$ cat src/rtl/mem_req_arbiter.sv
// Round-robin arbiter for icache, load-miss and store requests onto one memory port, with a
// store-credit limit and fence drain. Optional store-stall counter: MEM_REQ_ARB_STALL_CNT_EN.
module mem_req_arbiter #(
    parameter int unsigned NrOutstandingStores = 7,
    parameter int unsigned AddrWidth           = 64,
    parameter int unsigned DataWidth           = 64,
    localparam int unsigned BeWidth            = DataWidth / 8,
    localparam int unsigned CntWidth           = $clog2(NrOutstandingStores + 1)
) (
    input  logic                 clk_i,
    input  logic                 rst_ni,
    input  logic                 ic_req_i,
    output logic                 ic_gnt_o,
    input  logic [AddrWidth-1:0] ic_addr_i,
    input  logic                 ld_req_i,
    output logic                 ld_gnt_o,
    input  logic [AddrWidth-1:0] ld_addr_i,
    input  logic                 st_req_i,
    output logic                 st_gnt_o,
    input  logic [AddrWidth-1:0] st_addr_i,
    input  logic [DataWidth-1:0] st_data_i,
    input  logic [BeWidth-1:0]   st_be_i,
    input  logic                 st_ack_i,
    input  logic                 fence_req_i,
    output logic                 fence_done_o,
    output logic                 mem_req_o,
    input  logic                 mem_gnt_i,
    output logic [1:0]           mem_type_o,
    output logic [AddrWidth-1:0] mem_addr_o,
    output logic [DataWidth-1:0] mem_data_o,
    output logic [BeWidth-1:0]   mem_be_o,
    output logic [CntWidth-1:0]  outstanding_st_o,
    output logic [31:0]          st_stall_cnt_o
);

    typedef enum logic [1:0] {StIdle, StLocked, StFence} state_e;

    localparam logic [1:0] ReqIc = 2'd0;
    localparam logic [1:0] ReqLd = 2'd1;
    localparam logic [1:0] ReqSt = 2'd2;
    localparam logic [CntWidth-1:0] MaxCnt = CntWidth'(NrOutstandingStores);

    state_e                state_q, state_d;
    logic [1:0]            rr_q, rr_d;
    logic [1:0]            sel_q, sel_d;
    logic                  fence_pend_q, fence_pend_d;
    logic [CntWidth-1:0]   st_cnt_q, st_cnt_d;

    logic       st_full, fence_block, st_elig, any_elig;
    logic [1:0] arb_sel, cur_sel;
    logic       req, grant;

    function automatic logic [1:0] rr_next(input logic [1:0] s);
        return (s == ReqSt) ? ReqIc : s + 2'd1;
    endfunction

    assign st_full     = (st_cnt_q >= MaxCnt);
    assign fence_block = fence_pend_q || (state_q == StFence) ||
                         ((state_q == StIdle) && fence_req_i);
    assign st_elig     = st_req_i && !st_full && !fence_block;
    assign any_elig    = ic_req_i || ld_req_i || st_elig;

    always_comb begin
        arb_sel = ReqIc;
        unique case (rr_q)
            ReqLd:   arb_sel = ld_req_i ? ReqLd : (st_elig ? ReqSt : ReqIc);
            ReqSt:   arb_sel = st_elig ? ReqSt : (ic_req_i ? ReqIc : ReqLd);
            default: arb_sel = ic_req_i ? ReqIc : (ld_req_i ? ReqLd : ReqSt);
        endcase
    end

    always_comb begin
        state_d      = state_q;
        rr_d         = rr_q;
        sel_d        = sel_q;
        fence_pend_d = fence_pend_q;
        req          = 1'b0;
        cur_sel      = sel_q;
        fence_done_o = 1'b0;
        unique case (state_q)
            StIdle: begin
                if (fence_req_i) begin
                    state_d = StFence;
                end else if (any_elig) begin
                    req     = 1'b1;
                    cur_sel = arb_sel;
                    if (mem_gnt_i) begin
                        rr_d = rr_next(arb_sel);
                    end else begin
                        sel_d   = arb_sel;
                        state_d = StLocked;
                    end
                end
            end
            StLocked: begin
                req = 1'b1;
                if (mem_gnt_i) begin
                    rr_d         = rr_next(sel_q);
                    fence_pend_d = 1'b0;
                    state_d      = (fence_pend_q || fence_req_i) ? StFence : StIdle;
                end else begin
                    fence_pend_d = fence_pend_q || fence_req_i;
                end
            end
            StFence: begin
                if (st_cnt_q == '0) begin
                    fence_done_o = 1'b1;
                    state_d      = StIdle;
                end
            end
            default: state_d = StIdle;
        endcase
    end

    // Gate with reset so a held request cannot reach the port while reset is asserted.
    assign mem_req_o  = req && rst_ni;
    assign grant      = mem_req_o && mem_gnt_i;
    assign ic_gnt_o   = grant && (cur_sel == ReqIc);
    assign ld_gnt_o   = grant && (cur_sel == ReqLd);
    assign st_gnt_o   = grant && (cur_sel == ReqSt);
    assign mem_type_o = cur_sel;

    always_comb begin
        mem_addr_o = ic_addr_i;
        mem_data_o = '0;
        mem_be_o   = '0;
        unique case (cur_sel)
            ReqLd: mem_addr_o = ld_addr_i;
            ReqSt: begin
                mem_addr_o = st_addr_i;
                mem_data_o = st_data_i;
                mem_be_o   = st_be_i;
            end
            default: mem_addr_o = ic_addr_i;
        endcase
    end

    always_comb begin
        st_cnt_d = st_cnt_q;
        if (st_gnt_o && !(st_ack_i && (st_cnt_q != '0))) begin
            st_cnt_d = st_cnt_q + CntWidth'(1);
        end else if (!st_gnt_o && st_ack_i && (st_cnt_q != '0)) begin
            st_cnt_d = st_cnt_q - CntWidth'(1);
        end
    end

    assign outstanding_st_o = st_cnt_q;

    always_ff @(posedge clk_i or negedge rst_ni) begin
        if (!rst_ni) begin
            state_q      <= StIdle;
            rr_q         <= ReqIc;
            sel_q        <= ReqIc;
            fence_pend_q <= 1'b0;
            st_cnt_q     <= '0;
        end else begin
            state_q      <= state_d;
            rr_q         <= rr_d;
            sel_q        <= sel_d;
            fence_pend_q <= fence_pend_d;
            st_cnt_q     <= st_cnt_d;
        end
    end

`ifdef MEM_REQ_ARB_STALL_CNT_EN
    logic [31:0] stall_cnt_q, stall_cnt_d;

    always_comb begin
        stall_cnt_d = stall_cnt_q;
        if (st_req_i && (st_full || fence_block) && (stall_cnt_q != 32'hFFFF_FFFF)) begin
            stall_cnt_d = stall_cnt_q + 32'd1;
        end
    end

    always_ff @(posedge clk_i or negedge rst_ni) begin
        if (!rst_ni) begin
            stall_cnt_q <= '0;
        end else begin
            stall_cnt_q <= stall_cnt_d;
        end
    end

    assign st_stall_cnt_o = stall_cnt_q;
`else
    assign st_stall_cnt_o = '0;
`endif

endmodule

$ cat config.mk
export PLATFORM = sky130hd
export DESIGN_NAME = mem_req_arbiter
export DESIGN_NICKNAME = d
export VERILOG_FILES = /design/src/rtl/mem_req_arbiter.sv
export SDC_FILE = /design/constraint.sdc
export NUM_CORES = 1
export LEC_CHECK = 0
export ABC_CLOCK_PERIOD_IN_PS = 9800
export BUFFER_PORTS_ARGS = -buffer_cell sky130_fd_sc_hd__buf_2
export CORE_AREA = 5 5 174 176
export DETAILED_ROUTE_END_ITERATION = 6
export DIE_AREA = 0 0 179 181
export PLACE_DENSITY_LB_ADDON = 0.25
export SKIP_LAST_GASP = 1
export SYNTH_ARGS = -nofsm -noshare
export SYNTH_HDL_FRONTEND = slang
export SYNTH_SLANG_ARGS = --single-unit
$ cat constraint.sdc
create_clock -name clk_i -period 9.8 [get_ports clk_i]
set_input_delay 2.94 -clock clk_i [delete_from_list [all_inputs] [get_ports clk_i]]
set_output_delay 2.94 -clock clk_i [all_outputs]
set_load 0.005 [all_outputs]
==> metrics, run 1 <==
Worst setup EP type=output port; Row Count=62; worst-margin pin slew=809 ps; share of flip-flops with an asynchronous set or reset after synthesis=100%; DR pass1 iterations=4; Post-Route Skew=0.599 ps; Synth area leader=a22oi_1; worst hold slack=542 ps; Slew HR=46.1%; initial core utilization=9.35%; core area=28500 sq um; period utilization=89.3%; Min-Delay Path Class=flop to flop; outcome=finished clean; CTS resizes=0; die width=179 um; MaxCap Viol Count=0; DR vias=4430; final setup TNS=0 ps; RSZ-0062 raised after global routing=false; Remaining DRCs=0; synth warn=0; CTS Root Cell=clkbuf_16; Min-Delay Path Depth=1; Final Hold Violating Endpoints=0; area grow syn2layout=96.4%; PwrDens=308 nW/um^2; leakage=2.88 nW; Most used DFF post-synth=dfrtp_1; CTS Hold Bufs=0; Peak VDD IR=0.167 mV; Hold EP=rr_q[0]$_DFFE_PN0P_; Reg-to-Reg End=outstanding_st_o[2]$_DFFE_PN0P_; port bufs=417; share of the synthesized area in the top cell type=18.0%; CP startpoint kind=input pin; synth top area cells=a22oi_1 (18%), and2_1 (17%), a21oi_1 (13%); die area=32400 sq um; DPL Wire Length=14.3 mm; WL final=16.7 mm; Longest Clk Path Bufs=2; Crit Reg-Reg Startpoint=outstanding_st_o[0]$_DFFE_PN0P_; Post-synth EDFFs=0; Hold Startpoint=rr_q[0]$_DFFE_PN0P_; Reg2Reg Depth=11; #FFs+latches synth=10; Yosys cell types=43; Ports=450; Final setup viols=0; largest net degree at the start of global routing=52; maximum operating frequency=114 MHz; Setup Buffers After CTS=0; Worst Path Arrival=5810 ps; share of layout cells above drive strength 1=54.7%; final slew viol count=0; Tmin final=8750 ps; synthesized area=2660 sq um; vias per inst=3.69; Crit Path Class=input pin to output port; Skew-Pair Late Insertion Delay=230 ps; Routed WL per cell=13.9 um; clk sinks=10; vias in the first global route=4427; R2R Setup Slk=5690 ps; commonest cells in the netlist=and2_1 (72), nor2_1 (72), a21oi_1 (70); GP Congestion=0.787; Layout Nets=1095; cells after synthesis=418; number of buffers created by CTS=3; n_diodes=0; DRT iter0 DRCs=123; area of the multi-input gates=2160 sq um; CTS clk-pin slew, worst paths=40 ps; Final Power=1.61 mW; Die H=181 um; Register Area=250 sq um; filler cell count=3259; crit-path max FO=30; H-Tree Depth=1; GRT Util Overall=8.88%; TritonCTS clock tree=done; initial antenna violation count=0; GR Overflow Total=0; Antenna Nets Post-Route=0; sequential share of the synthesized area=9.40%; first-pass GRT wire length=23.4 mm; mean post-synth cell area=6.37 sq um; Critical Path RT=6860 ps
## kinds of logic (layout without fill, tap and decap cells)
group	after synthesis	count (layout)	share of synthesized area, %
and+or+nand+nor	173	173	34.2
AOI/OAI and AO/OA	146	146	35.2
buffers and inverters	74	440	14.9
DFF	10	10	9.40
adders and majority gates	6	6	3.10
muxes	5	5	1.97
xor gates and xnor gates	3	3	0.987
other	1	32	0.141
## placed cells by master, fill, tap and decap left out, types with 2 or more instances in the layout
cell / instances
conb_1: 32
ha_1: 2
and2_1: 72
ha_4: 2
mux2i_1: 3
a31oi_1: 2
buf_12: 4
buf_2: 417
a22oi_1: 64
nand2_1: 5
xnor2_1: 2
nor4_1: 2
nand2b_1: 4
mux2_2: 2
nor2_1: 72
a21oi_1: 70
inv_1: 6
o31ai_1: 2
nor3_1: 2
buf_4: 10
and3_1: 2
nor2b_1: 3
dfrtp_1: 10
clkbuf_16: 3
## where the power goes
part	internal [mW]	switching (mW)	leakage [nW]	total [mW]
Combinational	0.656	0.796	2.72	1.45
Clock	0.0527	0.0170	0.0370	0.0697
Sequential	0.0604	0.0283	0.121	0.0887
Total	0.770	0.842	2.88	1.61
## critical path, stage by stage
cell and delay, ps:
buf_2 80, nor2b_1 190, a21oi_1 80, or4_1 490, mux2i_1 490, inv_1 140
ha_2 470, buf_4 300, a22oi_1 340, a21oi_1 120, buf_2 140
## through the flow
| stage | utilization (%) | instance area [sq um] | setup slack (ps) | instances |
|---|---|---|---|---|
| after floorplan | - | 2780 | 1870 | 449 |
| after global placement | 18.1 | 5150 | 1070 | 1196 |
| after detailed placement | 18.1 | 5150 | 1040 | 1196 |
| after CTS | 18.4 | 5230 | 1030 | 1199 |
| after global routing | 18.4 | 5230 | 865 | 1199 |
| final | 18.4 | 5230 | 1050 | 1199 |
## final cells by class
cell class                      count  area share, %
Clock buffer                        3           1.44
Inverter                            6          0.431
Timing Repair Buffer              431           42.9
Multi-Input combinational cell    365           41.3
Sequential cell                    10           4.79
Tap cell                          384           9.19
## worst max path at each step
stage                  start              to  slack, ps  cells after the start
floorplan           st_req_i  mem_data_o[23]       1870                      9
finish              st_req_i  mem_addr_o[33]       1050                     11
detailed placement  st_req_i  mem_addr_o[33]       1040                     11
global route        st_req_i  mem_addr_o[58]        860                     10
CTS                 st_req_i  mem_addr_o[33]       1030                     11
global placement    st_req_i  mem_addr_o[16]       1070                     10
## per-layer routing
layer / track usage [%] / vias up / wire (um)
met5: 0 / - / 0
met4: 1.41 / 0 / 246
met3: 1.65 / 12 / 1670
met2: 17.9 / 283 / 8550
met1: 9.50 / 1932 / 6240
li1: - / 2203 / -
## flip-flops by register name (all words and copies together), names as in the netlist
signal,cells
sel_q,2
state_q,2
fence_pend_q,1
rr_q,2
outstanding_st_o,3
(Power assumes the default switching activity.)
==> run 2, diff against run 1 <==
ABC_AREA = 1   (was unset)
CORE_AREA = 5 5 172 174   (was 5 5 174 176)
DIE_AREA = 0 0 177 179   (was 0 0 179 181)
==> run 2 against run 1 <==
Final cell count increased by 13%. Synthesized cell count up 40%. Register-to-register slack improved by 520 ps. Sequential share of layout area is 0.14 points lower. Largest power group unchanged. Area after synthesis increased by 7.3%. Die area decreased by 2.2%. First-iteration DRC count up 110%. Via count grew 10%. Combinational power increased by 7%. Critical endpoint is now mem_addr_o[9]. Largest cell class unchanged. Final area increased by 2.9%.
==> metrics, run 2 <==
outcome=finished clean; final slew viol count=0 (unchanged); GRT Util Overall=9.84% (+0.96 points); GR Overflow Total=0 (unchanged); DR pass1 iterations=5 (+1); Row Count=61 (-1.6%); core area=27600 sq um (-3.0%); PwrDens=318 nW/um^2 (+3.1%); Slew HR=51.7% (+5.6 points); share of flip-flops with an asynchronous set or reset after synthesis=100% (unchanged); CTS resizes=0 (unchanged); area of the multi-input gates=2010 sq um (-7.0%); commonest non-fill, non-tap cell in the layout=buf_2; port bufs=417 (unchanged); Crit Path Class=input pin to output port; final core occ=19.5% (+1.1 points); initial core utilization=10.3% (+0.99 points); die area=31700 sq um (-2.2%); n_diodes=0 (unchanged); vias per inst=3.60 (-2.7%); clk sinks=10 (unchanged); Tmin final=8620 ps (-129 ps); largest net degree at the start of global routing=80 (+54%); Register Area=250 sq um (unchanged); synthesized area=2860 sq um (+7.3%); final cell count without fillers=1356 (+13%); Synth area leader=nand2_1; crit-path max FO=55 (+83%); max FFs per register=3 (unchanged); H-Tree Depth=1 (unchanged); period utilization=88.0% (-1.3 points); Post-Route Skew=3.28 ps (+2.68 ps); Post-synth EDFFs=0 (unchanged); final worst setup slack=1180 ps (+129 ps); maximum operating frequency=116 MHz (+1.5%); RSZ-0062 raised after global routing=false; Setup Buffers After CTS=0 (unchanged); Final Power=1.71 mW (+6.2%); TritonCTS clock tree=done; synth top area cells=nand2_1 (30%), a31oi_1 (14%), inv_1 (13%); DRT iter0 DRCs=264 (+110%); synth warn=0 (unchanged); #FFs+latches synth=10 (unchanged); first-pass GRT wire length=25.2 mm (+7.8%); Yosys cell types=29 (-33%); die width=177 um (-1.1%); Ports=450 (unchanged); Design Area, Final=5380 sq um (+2.9%); Hold Startpoint=rr_q[1]$_DFFE_PN0P_; CTS Root Cell=clkbuf_16; pre-CTS setup slack=1160 ps (+126 ps); Final Hold Violating Endpoints=0 (unchanged); Final setup viols=0 (unchanged); final setup TNS=0 ps (unchanged); MaxCap Viol Count=0 (unchanged); initial antenna violation count=0 (unchanged); DR vias=4876 (+10%); crit path launch=st_req_i; GP Congestion=0.861 (+9.4%); worst-margin pin slew=717 ps (-92.1 ps); area grow syn2layout=88.4%; leakage=3.51 nW (+22%); WL final=17.6 mm (+5.4%); Worst Path Arrival=5680 ps (-130 ps); Worst setup EP type=output port; most common cell in the netlist=nand2_1; DPL Wire Length=15.1 mm (+5.3%); Min-Delay Path Class=flop to flop; Remaining DRCs=0 (unchanged); dpl cell area=5290 sq um (+2.7%); share of layout cells above drive strength 1=45.4% (-9.3 points); Cells after DPL=1352 (+13%); CTS Hold Bufs=0 (unchanged); share of the synthesized area in the top cell type=30.2% (+12 points); CTS clk-pin slew, worst paths=40 ps (about the same); worst hold slack=529 ps (-13.3 ps); Peak VDD IR=0.183 mV (+9.6%); Most used DFF post-synth=dfrtp_1; number of buffers created by CTS=3 (unchanged); Skew-Pair Late Insertion Delay=240 ps (about the same); filler cell count=3302 (+1.3%); Longest Clk Path Bufs=2 (unchanged); Crit Reg-Reg Startpoint=fence_pend_q$_DFFE_PN0P_; Die H=179 um (-1.1%); Antenna Nets Post-Route=0 (unchanged); mean post-synth cell area=4.89 sq um (-23%); Layout Nets=1257 (+15%); vias in the first global route=4782 (+8.0%); sequential share of the synthesized area=8.76% (-0.64 points); commonest cells in the netlist=nand2_1 (230), inv_1 (96), nor2_1 (74); Routed WL per cell=13.0 um (-6.8%); CP startpoint kind=input pin; most frequent cells in the layout=buf_2 (417), nand2_1 (230), inv_1 (96); cells after synthesis=584 (+40%); Critical Path RT=6860 ps (about the same)
run 2: cell count changes in the layout (fill, tap and decap cells not counted), sizes merged, moves of 4 or more:
cell,before,now
a21oi,70,2
a22oi,64,2
a31oi,2,65
and2,72,0
buf,431,427
inv,6,97
nand2,5,235
nand2b,4,0
o21ai,0,8
run 2: metal layers:
layer	routed length [um]	GRT usage, %	vias up
li1	-	-	2510
met1	7060	12.3	2108
met2	8860	17.5	240
met3	1350	2.05	18
met4	332	2.00	0
met5	0	0	-
run 2: kinds of logic (layout without fill, tap and decap cells):
logic type	after synthesis	in the layout	synth area share [%]
DFF	10	10	8.76
and+or+nand+nor	320	320	44.4
buffers and inverters	165	528	26.1
adders and majority gates	6	6	2.89
other	1	32	0.131
AOI/OAI and AO/OA	82	82	17.8
run 2: area by class of cell:
class	instances	area share, %
Inverter	97	6.76
Multi-Input combinational cell	440	37.3
Sequential cell	10	4.65
Timing Repair Buffer	427	40.9
Clock buffer	4	1.65
Tap cell	378	8.79
run 2: power by group:
part	switching [mW]	leakage, nW	internal (mW)	total [mW]
logic	0.897	3.35	0.656	1.55
registers	0.0162	0.124	0.0606	0.0767
clock network	0.0197	0.0442	0.0614	0.0812
total	0.933	3.51	0.778	1.71
run 2: final timing paths:
kind                                                    to  slack [ps]  cells after the start
setup / recovery                             mem_addr_o[9]        1180                     14
hold / removal                         rr_q[1]$_DFFE_PN0P_         530                      2
setup reg to reg           outstanding_st_o[2]$_DFFE_PN0P_        6210                     19
hold reg to reg                        rr_q[1]$_DFFE_PN0P_         530                      2
max in group asynchronous              rr_q[1]$_DFFE_PN0P_        6960                      1
min in group asynchronous         fence_pend_q$_DFFE_PN0P_        2600                      1
run 2: critical path, stage by stage:
cell and delay [ps]:
buf_2 80, nand2_1 50, nor2_2 110, nand3_2 110
nand3_1 90, nand2_1 50, nand2_1 40, o21ai_0 160
o21ai_0 620, ha_4 690, buf_12 280, nand2_1 70
a31oi_1 190, buf_2 140
